<file path="src/rtl/frame_arb_pkg.sv">
// Shared types and constants for the frame response arbiter: FSM state
// encoding, grant identifiers, latched frame fields and a saturating counter helper.
package frame_arb_pkg;

  typedef enum logic [2:0] {
    IDLE,
    LATCH,
    PULSE,
    WAIT_BUSY,
    WAIT_DONE,
    ACK,
    GAP
  } arb_state_t;

  localparam logic GRANT_M = 1'b0;
  localparam logic GRANT_E = 1'b1;

  localparam logic [7:0] STATUS_OK = 8'h00;

  typedef struct packed {
    logic [7:0]  status;
    logic [7:0]  cmd;
    logic [31:0] addr;
    logic [5:0]  count;
    logic        is_read;
  } frame_fields_t;

  function automatic logic [15:0] sat_inc16(input logic [15:0] value);
    return (value == 16'hFFFF) ? value : value + 16'd1;
  endfunction

endpackage

</file>
<file path="src/rtl/frame_response_arbiter_if.sv">
// Bus between the frame response arbiter (master) and the frame builder (slave).
interface frame_response_arbiter_if;

  logic [7:0]  fb_status_code;
  logic [7:0]  fb_cmd_echo;
  logic [31:0] fb_addr_echo;
  logic [5:0]  fb_data_count;
  logic        fb_is_read;
  logic        fb_build_response;
  logic        fb_builder_busy;
  logic        fb_response_complete;

  modport master (
    output fb_status_code,
    output fb_cmd_echo,
    output fb_addr_echo,
    output fb_data_count,
    output fb_is_read,
    output fb_build_response,
    input  fb_builder_busy,
    input  fb_response_complete
  );

  modport slave (
    input  fb_status_code,
    input  fb_cmd_echo,
    input  fb_addr_echo,
    input  fb_data_count,
    input  fb_is_read,
    input  fb_build_response,
    output fb_builder_busy,
    output fb_response_complete
  );

endinterface

</file>
<file path="src/rtl/frame_arb_rr2.sv">
// Two-way round-robin picker: a lone requester wins; on contention the
// requester that did not win last time is granted.
module frame_arb_rr2
  import frame_arb_pkg::*;
(
  input  logic [1:0] req,
  input  logic       last_grant,
  output logic       grant_id,
  output logic       grant_valid
);

  always_comb begin
    grant_valid = |req;
    if (&req) grant_id = ~last_grant;
    else      grant_id = req[GRANT_E] ? GRANT_E : GRANT_M;
  end

endmodule

</file>
<file path="src/rtl/frame_response_arbiter.sv">
// Shares the response frame builder between the main bridge path (M) and the
// error reporter (E). Optional statistics counters are enabled by FRAME_ARB_STATS_EN.
module frame_response_arbiter
  import frame_arb_pkg::*;
#(
  parameter int         BUSY_TIMEOUT     = 8,
  parameter int         DONE_TIMEOUT     = 8192,
  parameter logic [7:0] ERR_STATUS_SUBST = 8'hFF
) (
  input  logic        clk,
  input  logic        rst,

  input  logic        m_req,
  input  logic [7:0]  m_status,
  input  logic [7:0]  m_cmd,
  input  logic [31:0] m_addr,
  input  logic        m_is_read,
  input  logic [5:0]  m_data_count,
  output logic        m_ack,

  input  logic        e_req,
  input  logic [7:0]  e_status,
  input  logic [7:0]  e_cmd,
  output logic        e_ack,

  output logic        resp_timeout,

  frame_response_arbiter_if.master fb,

  output logic        arb_busy,
  output logic        grant_id,
  output logic        timeout_err,
  input  logic        timeout_clr
`ifdef FRAME_ARB_STATS_EN
  ,
  output logic [15:0] stat_m_frames,
  output logic [15:0] stat_e_frames,
  output logic [15:0] stat_timeouts
`endif
);

  localparam logic [15:0] BUSY_LIMIT = 16'(BUSY_TIMEOUT - 1);
  localparam logic [15:0] DONE_LIMIT = 16'(DONE_TIMEOUT - 1);

  arb_state_t    state, state_next;
  logic          grant_q, last_grant;
  logic          rr_grant_id, rr_grant_valid;
  frame_fields_t fields_q, fields_in;
  logic [15:0]   tmo_cnt;
  logic          tmo_hit, tmo_flag;
  logic          timeout_err_q;
  logic          build_pulse;

  frame_arb_rr2 u_rr2 (
    .req         ({e_req, m_req}),
    .last_grant  (last_grant),
    .grant_id    (rr_grant_id),
    .grant_valid (rr_grant_valid)
  );

  always_ff @(posedge clk) begin
    if (rst) state <= IDLE;
    else     state <= state_next;
  end

  // NOTE: every signal gets a default before the case so no path infers a latch.
  always_comb begin
    state_next = state;
    tmo_hit    = 1'b0;
    case (state)
      IDLE:      if (rr_grant_valid && !fb.fb_builder_busy) state_next = LATCH;
      LATCH:     state_next = PULSE;
      PULSE:     state_next = WAIT_BUSY;
      WAIT_BUSY: begin
        if (fb.fb_response_complete)  state_next = ACK;
        else if (fb.fb_builder_busy)  state_next = WAIT_DONE;
        else if (tmo_cnt >= BUSY_LIMIT) begin
          state_next = ACK;
          tmo_hit    = 1'b1;
        end
      end
      WAIT_DONE: begin
        if (fb.fb_response_complete) state_next = ACK;
        else if (tmo_cnt >= DONE_LIMIT) begin
          state_next = ACK;
          tmo_hit    = 1'b1;
        end
      end
      ACK:       state_next = GAP;
      GAP:       state_next = IDLE;
      default:   state_next = IDLE;
    endcase
  end

  always_comb begin
    build_pulse  = (state == PULSE);
    arb_busy     = (state != IDLE);
    m_ack        = (state == ACK) && (grant_q == GRANT_M);
    e_ack        = (state == ACK) && (grant_q == GRANT_E);
    resp_timeout = (state == ACK) && tmo_flag;
  end

  // Error frames never carry address or data, and a zero status is replaced
  // so the host cannot mistake an error frame for a success.
  always_comb begin
    fields_in = '0;
    if (grant_q == GRANT_M) begin
      fields_in.status  = m_status;
      fields_in.cmd     = m_cmd;
      fields_in.addr    = m_addr;
      fields_in.count   = m_data_count;
      fields_in.is_read = m_is_read;
    end else begin
      fields_in.status  = (e_status == STATUS_OK) ? ERR_STATUS_SUBST : e_status;
      fields_in.cmd     = e_cmd;
    end
  end

  // NOTE: non-blocking assignments so every flop samples pre-edge values.
  always_ff @(posedge clk) begin
    if (rst) begin
      grant_q       <= GRANT_M;
      last_grant    <= GRANT_E;
      fields_q      <= '0;
      tmo_cnt       <= '0;
      tmo_flag      <= 1'b0;
      timeout_err_q <= 1'b0;
    end else begin
      tmo_flag <= tmo_hit;
      tmo_cnt  <= (state_next != state) ? 16'd0 : sat_inc16(tmo_cnt);
      if (state == IDLE && state_next == LATCH) grant_q <= rr_grant_id;
      if (state == LATCH) begin
        last_grant <= grant_q;
        fields_q   <= fields_in;
      end
      if (tmo_hit)          timeout_err_q <= 1'b1;
      else if (timeout_clr) timeout_err_q <= 1'b0;
    end
  end

  assign fb.fb_status_code    = fields_q.status;
  assign fb.fb_cmd_echo       = fields_q.cmd;
  assign fb.fb_addr_echo      = fields_q.addr;
  assign fb.fb_data_count     = fields_q.count;
  assign fb.fb_is_read        = fields_q.is_read;
  assign fb.fb_build_response = build_pulse;
  assign grant_id             = grant_q;
  assign timeout_err          = timeout_err_q;

`ifdef FRAME_ARB_STATS_EN
  always_ff @(posedge clk) begin
    if (rst) begin
      stat_m_frames <= '0;
      stat_e_frames <= '0;
      stat_timeouts <= '0;
    end else if (state == ACK) begin
      if (grant_q == GRANT_M) stat_m_frames <= sat_inc16(stat_m_frames);
      else                    stat_e_frames <= sat_inc16(stat_e_frames);
      if (tmo_flag)           stat_timeouts <= sat_inc16(stat_timeouts);
    end
  end
`endif

endmodule
</file>
<file path="src/flat_wrapper.sv">
// flat-port wrapper written by rule: the top's interface ports become plain ports
module frame_response_arbiter_flat import frame_arb_pkg::*;
#(
  parameter int         BUSY_TIMEOUT     = 8,
  parameter int         DONE_TIMEOUT     = 8192,
  parameter logic [7:0] ERR_STATUS_SUBST = 8'hFF
)
  (clk, rst, m_req, m_status, m_cmd, m_addr, m_is_read, m_data_count, m_ack, e_req, e_status, e_cmd, e_ack, resp_timeout, arb_busy, grant_id, timeout_err, timeout_clr, fb_fb_status_code, fb_fb_cmd_echo, fb_fb_addr_echo, fb_fb_data_count, fb_fb_is_read, fb_fb_build_response, fb_fb_builder_busy, fb_fb_response_complete);
  frame_response_arbiter_if fb_i ();
  input  logic clk;
  input  logic rst;
  input  logic m_req;
  input  logic [7:0] m_status;
  input  logic [7:0] m_cmd;
  input  logic [31:0] m_addr;
  input  logic m_is_read;
  input  logic [5:0] m_data_count;
  output logic m_ack;
  input  logic e_req;
  input  logic [7:0] e_status;
  input  logic [7:0] e_cmd;
  output logic e_ack;
  output logic resp_timeout;
  output logic arb_busy;
  output logic grant_id;
  output logic timeout_err;
  input  logic timeout_clr;
  output wire logic [$bits(fb_i.fb_status_code)-1:0] fb_fb_status_code;
  output wire logic [$bits(fb_i.fb_cmd_echo)-1:0] fb_fb_cmd_echo;
  output wire logic [$bits(fb_i.fb_addr_echo)-1:0] fb_fb_addr_echo;
  output wire logic [$bits(fb_i.fb_data_count)-1:0] fb_fb_data_count;
  output wire logic [$bits(fb_i.fb_is_read)-1:0] fb_fb_is_read;
  output wire logic [$bits(fb_i.fb_build_response)-1:0] fb_fb_build_response;
  input wire logic [$bits(fb_i.fb_builder_busy)-1:0] fb_fb_builder_busy;
  input wire logic [$bits(fb_i.fb_response_complete)-1:0] fb_fb_response_complete;
  assign fb_fb_status_code = fb_i.fb_status_code;
  assign fb_fb_cmd_echo = fb_i.fb_cmd_echo;
  assign fb_fb_addr_echo = fb_i.fb_addr_echo;
  assign fb_fb_data_count = fb_i.fb_data_count;
  assign fb_fb_is_read = fb_i.fb_is_read;
  assign fb_fb_build_response = fb_i.fb_build_response;
  assign fb_i.fb_builder_busy = fb_fb_builder_busy;
  assign fb_i.fb_response_complete = fb_fb_response_complete;
  frame_response_arbiter #(.BUSY_TIMEOUT(BUSY_TIMEOUT), .DONE_TIMEOUT(DONE_TIMEOUT), .ERR_STATUS_SUBST(ERR_STATUS_SUBST)) u_core (.clk(clk), .rst(rst), .m_req(m_req), .m_status(m_status), .m_cmd(m_cmd), .m_addr(m_addr), .m_is_read(m_is_read), .m_data_count(m_data_count), .m_ack(m_ack), .e_req(e_req), .e_status(e_status), .e_cmd(e_cmd), .e_ack(e_ack), .resp_timeout(resp_timeout), .fb(fb_i), .arb_busy(arb_busy), .grant_id(grant_id), .timeout_err(timeout_err), .timeout_clr(timeout_clr));
endmodule
</file>
<file path="config.mk">
export PLATFORM = sky130hd
export DESIGN_NAME = frame_response_arbiter_flat
export DESIGN_NICKNAME = d
export VERILOG_FILES = /design/src/rtl/frame_arb_pkg.sv /design/src/rtl/frame_response_arbiter_if.sv /design/src/rtl/frame_arb_rr2.sv /design/src/rtl/frame_response_arbiter.sv /design/src/flat_wrapper.sv
export SDC_FILE = /design/constraint.sdc
export NUM_CORES = 1
export LEC_CHECK = 0
export BUFFER_PORTS_ARGS = -buffer_cell sky130_fd_sc_hd__buf_2
export CAP_MARGIN = 20
export CORE_ASPECT_RATIO = 1.2
export CORE_UTILIZATION = 44
export CTS_CLUSTER_DIAMETER = 60
export DETAILED_ROUTE_END_ITERATION = 7
export HOLD_SLACK_MARGIN = 0.03
export PLACE_DENSITY_LB_ADDON = 0.1
export SYNTH_ARGS = -nofsm -noshare
export SYNTH_HDL_FRONTEND = slang
export SYNTH_HIERARCHICAL = 1
export SYNTH_SLANG_ARGS = --single-unit
</file>
<file path="constraint.sdc">
create_clock -name clk -period 1.8 [get_ports clk]
set_input_delay 0.36 -clock clk [delete_from_list [all_inputs] [get_ports clk]]
set_output_delay 0.36 -clock clk [all_outputs]
set_load 0.01 [all_outputs]
</file>
# == Word level (Yosys, flattened, before mapping) ==
# Cells that the tools add are included.
# totals
reg_bits,78
latchBits,0
ramBits,0
mem_bits_ro,0
input_bits,78
out_inout_bits,62
wordCells,57
n_memories,0
# op_classes
add_sub_neg,1
n_mul,0
n_div,0
n_lt_le_gt_ge,2
n_eq_ne,8
shift,0
mux,20
bitwise,2
n_reduce_logical,13
# op_table
op,count
two-way mux 39 bit,1
two-way mux 3 bit,6
case mux 3 bit (6 select lines),1
"adder 16 x 1 -> 16 bit, second input constant",1
"== test 16 bit, second input constant",1
"greater-or-equal comparator 16 x 13 -> 1 bit, second input constant",1
"greater-or-equal comparator 16 x 3 -> 1 bit, second input constant",1
two-way mux 16 bit,1
two-way mux 1 bit,9
zero test 8 bit,1
two-way mux 8 bit,1
"== test 3 x 1 -> 1 bit, second input constant",2
"== test 3 x 2 -> 1 bit, second input constant",2
"== test 3 bit, second input constant",2
logical AND 1 bit,5
OR reduction 2 bit,2
zero test 3 bit,1
!= test 3 bit,1
nonzero test 3 bit,1
NOT 1 bit,2
case mux 1 bit (2 select lines),1
AND reduction 2 bit,1
nonzero test 2 bit,1
zero test 1 bit,1

# == Longest topological paths before layout ==
# depth
depth_word,7
depth_mapped,8
ltp_nobuf,6

# == Modules after synthesis ==
# The synthesis kept the hierarchy.
# by_module_without_submodules
mod,n_inst,cells_each,area_per_inst_um2,seq_area_each_um2
frame_response_arbiter,1,401,3488.3,1561.5
frame_arb_rr2,1,2,13.8,0.0

# == Least setup slack after synthesis ==
# Ideal clock, no wire load.
# synth_timing
kind,register to register
startpoint,register u_core.tmo_cnt[0]
endpoint,register u_core.tmo_cnt[10]
setup_ns,0.073
arrival_time_ns,1.704
t_required_ns,1.727
slack_ns,0.023
stages_incl_launch_ff,8
n_path_buf,1
period_less_slack_ns,1.777
cell_sequence,dfxtp_1 ha_1 a211oi_1 nand4_1 o311ai_4 nand3_4 buf_6 nor3_2
# synth_via
elab_chain_cells,7
# synth_rtl
element,line,text
start: declaration,frame_response_arbiter.sv:49,logic [15:0] tmo_cnt;
start signal: assignment,frame_response_arbiter.sv:130,tmo_cnt <= (state_next != state) ? 16'd0 : sat_inc16(tmo_cnt);
greater-or-equal comparator 16 x 3 -> 1 bit,frame_response_arbiter.sv:77,else if (tmo_cnt >= BUSY_LIMIT) begin
two-way mux 3 bit,frame_response_arbiter.sv:77,
two-way mux 3 bit,frame_response_arbiter.sv:76,else if (fb.fb_builder_busy) state_next = WAIT_DONE;
two-way mux 3 bit,frame_response_arbiter.sv:75,if (fb.fb_response_complete) state_next = ACK;
case mux 3 bit (6 select lines),frame_response_arbiter.sv:70,case (state)
!= test 3 bit,frame_response_arbiter.sv:130,
OR reduction 2 bit (no source line),-,
# Several ways; a longest one is shown, not always the timed one.
# A chain may end at the register's enable or synchronous reset.

# == Final worst setup path ==
# layout_timing
startpoint,register u_core.tmo_cnt[0]
endpoint,register u_core.tmo_cnt[5]
# The elaborated chain is that of the path after synthesis.

==> metrics.md <==
| Metric | Value |
|---|---|
| Status | finished clean |
| Hold Buf Count CTS | 0 |
| Drt first pass iters | 4 |
| Initial drt markers | 142 |
| Die area | 8321 sq um |
| DP Area | around 4500 sq um |
| Fmax | 572.5 MHz |
| Num ports | 140 |
| Layout Nets | approximately 640 |
| Proportion of layout cells with a drive suffix above 1 | between 40% and 50% |
| Clock buffer depth | 2 |
| First-pass GRT wire length | 14810 um |
| Antenna violations before repair | 0 |
| Startpoint types | flip-flop |
| Main combinational cell family by area after synthesis | simple AND/OR/NAND/NOR gates |
| Final cell count without fillers | 657 |
| IO Port Bufs | roughly 140 |
| Chip width | 83.44 um |
| Post-detail-place hpwl | 6462 um |
| P_leak | about 2 nW |
| Crit-path slowest cell | dfxtp_2 |
| Antenna Nets Post-Route | 0 |
| WL final | about 9000 um |
| Slew HR | 67.19% |
| Mapped Area | roughly 3500 sq um |
| Largest net degree at the start of global routing | 73 |
| Unrepaired setup endpoints after global routing | true |
| Maximum vdd drop | 594.2 uV |
| Max-cap violations | 0 |
| R2r setup slk | between 50 and 60 ps |
| Crit path max fanout | 7 |
| Syn Area/Cell | 8.690 sq um |
| Total number of vias | 3492 |
| Crit share post-route | 97.03% |
| Die Ht | ~100 um |
| Number of remaining DRC errors | 0 |
| Final core utilization | 61.96% |
| Total clock sinks | 78 |
| Pwr/cell area | 881.9 nW/um^2 |
| HP Class | in -> reg |
| Synth Area in XOR/XNOR | 2.501% |
| Asr flop ratio synth | 0% |
| Seq/Total Area, Yosys | 44.59% |
| Post-synthesis compound-gate area fraction | 17.04% |
| Fillers | 705 |
| Synth Flop Type | dfxtp_1 |
| Grt ovf | 0 |
| Crit path capture type | flip-flop |
| Initial core utilization | a little under half |
| Area Overhead vs Synth | 36.37% |
| Core area | 7707 sq um |
| Finish-stage setup viols | 0 |
| GPL Wtd Cong | 0.9272 |
| Clk Latency, worst-skew pair | 350 ps |
| Total CTS buffers | 9 |
| Vias in the first global route | roughly 3400 |
| Rows | 35 |
| Worst-path clk slew | 90 ps |
| Syn Inst Count | 403 |
| Ant. Diodes | 0 |
| Critical Path Max Stage Delay | roughly 340 ps |
| Crit Path Category | reg -> reg |
| Crit path time final | between 1500 and 2000 ps |
| Slew Limit Fails | 0 |
| Synthesis warning total | 6 |
| Post-synth EDFFs | 0 |
| Tot GR Track Use | 21.65% |
| Most frequent cells in the layout | 139 x buf_2, 71 x dfxtp_1, 53 x a21oi_1 |
| Adder-cell share of the synthesized area | 0.3573% |
| Final number of hold-violating endpoints | 0 |
| Skew final | 7.040 ps |
| CTS root buf | clkbuf_8 |
| Yosys reg bits | 78 |
| WP data arrival | 2010 ps |
| Post-Place Cells | 639 |
| Final instance area | around 4800 sq um |
| CP Cell Sequence | ha_4 -> a211oi_2 -> nand4_1 -> o311ai_4 -> nand3_4 -> buf_6 -> nor3_2 |
| CP required | 2070 ps |
| CTS tree | yes |
| H-tree levels | 3 |
| Slew of the pin with the lowest slew margin | 485.8 ps |
| Mux share of post-synthesis cell area | 3.430% |
| Most common cell after layout, fill and taps aside | buf_2 |
| Synth unique cells | between 40 and 50 |
| Synth Area in Simple Gates | 27.83% |
| Wire length per cell | about 14 um |
| Vias per inst | 5.315 |
| Mapped Nets | 482 |
[final cells by class]
class,count,area (sq um),area share [%]
multi-input combinational,292,1869,39.14
sequential,78,1570,32.88
timing repair buffer,176,1006,21.06
clock buffer,9,123.9,2.594
tap,92,115.1,2.410
clock inverter,7,80.08,1.677
inverter,3,11.26,0.2358
[synthesized netlist by cell type, types with 3 or more instances]
| master | count | area [sq um] |
|---|---|---|
| or2_1 | 3 | 18.77 |
| buf_6 | 3 | 33.78 |
| nor2_1 | 46 | 172.7 |
| o221ai_1 | 8 | 70.07 |
| clkbuf_1 | 22 | 82.58 |
| nor3_1 | 9 | 45.04 |
| a211oi_1 | 12 | 90.09 |
| a21oi_1 | 53 | 265.3 |
| nand2_1 | 48 | 180.2 |
| nor3b_1 | 27 | 202.7 |
| o21ai_0 | 3 | 15.01 |
| nand2b_1 | 3 | 18.77 |
| dfxtp_1 | 78 | 1562 |
| nand3_1 | 5 | 25.02 |
| xnor2_1 | 8 | 70.07 |
| inv_1 | 3 | 11.26 |
| mux2i_1 | 12 | 120.1 |
| nor4_1 | 5 | 31.28 |
| buf_1 | 3 | 11.26 |
| nor2b_1 | 3 | 18.77 |
| nand4_1 | 4 | 25.02 |
| nor3_2 | 10 | 100.1 |
[sequential cells by signal, indices dropped and copies added (netlist names)]
| name | count |
|---|---|
| u_core/fb.fb_addr_echo | 32 |
| u_core/tmo_cnt | 16 |
| u_core/fb.fb_cmd_echo | 8 |
| u_core/fb.fb_status_code | 8 |
| u_core/fb.fb_data_count | 6 |
| u_core/state | 3 |
| u_core/fb.fb_is_read | 1 |
| u_core/grant_id | 1 |
| u_core/last_grant | 1 |
| u_core/timeout_err | 1 |
| u_core/tmo_flag | 1 |
[cell families after synthesis]
| family | Yosys count |
|---|---|
| muxes | 12 |
| xor gates and xnor gates | 10 |
| buffers and inverters | 33 |
| AOI/OAI and AO/OA | 92 |
| DFF | 78 |
| adders and majority gates | 1 |
| and+or+nand+nor | 177 |
[worst max-delay path, delay by kind of cell, from the launching register on]
| kind | cells | cell delay [ps] |
|---|---|---|
| adders and majority gates | 1 | 160 |
| DFF | 1 | 340 |
| AOI/OAI and AO/OA | 2 | 500 |
| and+or+nand+nor | 3 | 500 |
| buffers and inverters | 1 | 180 |
[worst paths after layout]
path                            endpoint                        start  cells after the start
max                    u_core/tmo_cnt[5]            u_core/tmo_cnt[0]                      7
min           u_core/fb.fb_addr_echo[23]                   m_addr[23]                      3
max reg2reg            u_core/tmo_cnt[5]            u_core/tmo_cnt[0]                      7
min reg2reg  u_core/fb.fb_status_code[6]  u_core/fb.fb_status_code[6]                      2
[power by group]
group / switching (mW) / leakage (nW) / internal [mW]
logic: 0.509 / 1.29 / 0.416
clock network: 0.691 / 0.0964 / 0.655
registers: 0.0811 / 0.638 / 1.86
total: 1.28 / 2.02 / 2.93
[per-stage QoR]
| step | worst slack [ps] | hold slack (ps) | power (mW) | TNS (ps) |
|---|---|---|---|---|
| final | 53.42 | 241.7 | 4.212 | 0 |
| after global routing | -64.20 | 229.2 | 4.423 | -692.9 |
| after CTS | -15.47 | 227.4 | 4.250 | -44.96 |
| after detailed placement | -124.0 | 443.6 | 2.868 | -1132 |
| after global placement | -41.88 | 437.9 | 2.851 | -377.6 |
| after floorplan | 22.91 | 426.5 | 2.490 | 0 |
[timing repair]
| action | in CTS | in global routing |
|---|---|---|
| endpoints found under the setup margin | 15 | 21 |
| gates resized for setup | 12 | 10 |
| pin swaps | 4 | 4 |
| setup buffers | 2 | 0 |
[routing by layer]
layer	global-route usage [%]	wire length (um)	vias up
li1	-	-	1748
met1	24.87	3714	1625
met2	37.58	4431	101
met3	5.228	597	18
met4	11.08	225	0
met5	0	0	-
Power figures use the tool's default switching activity.
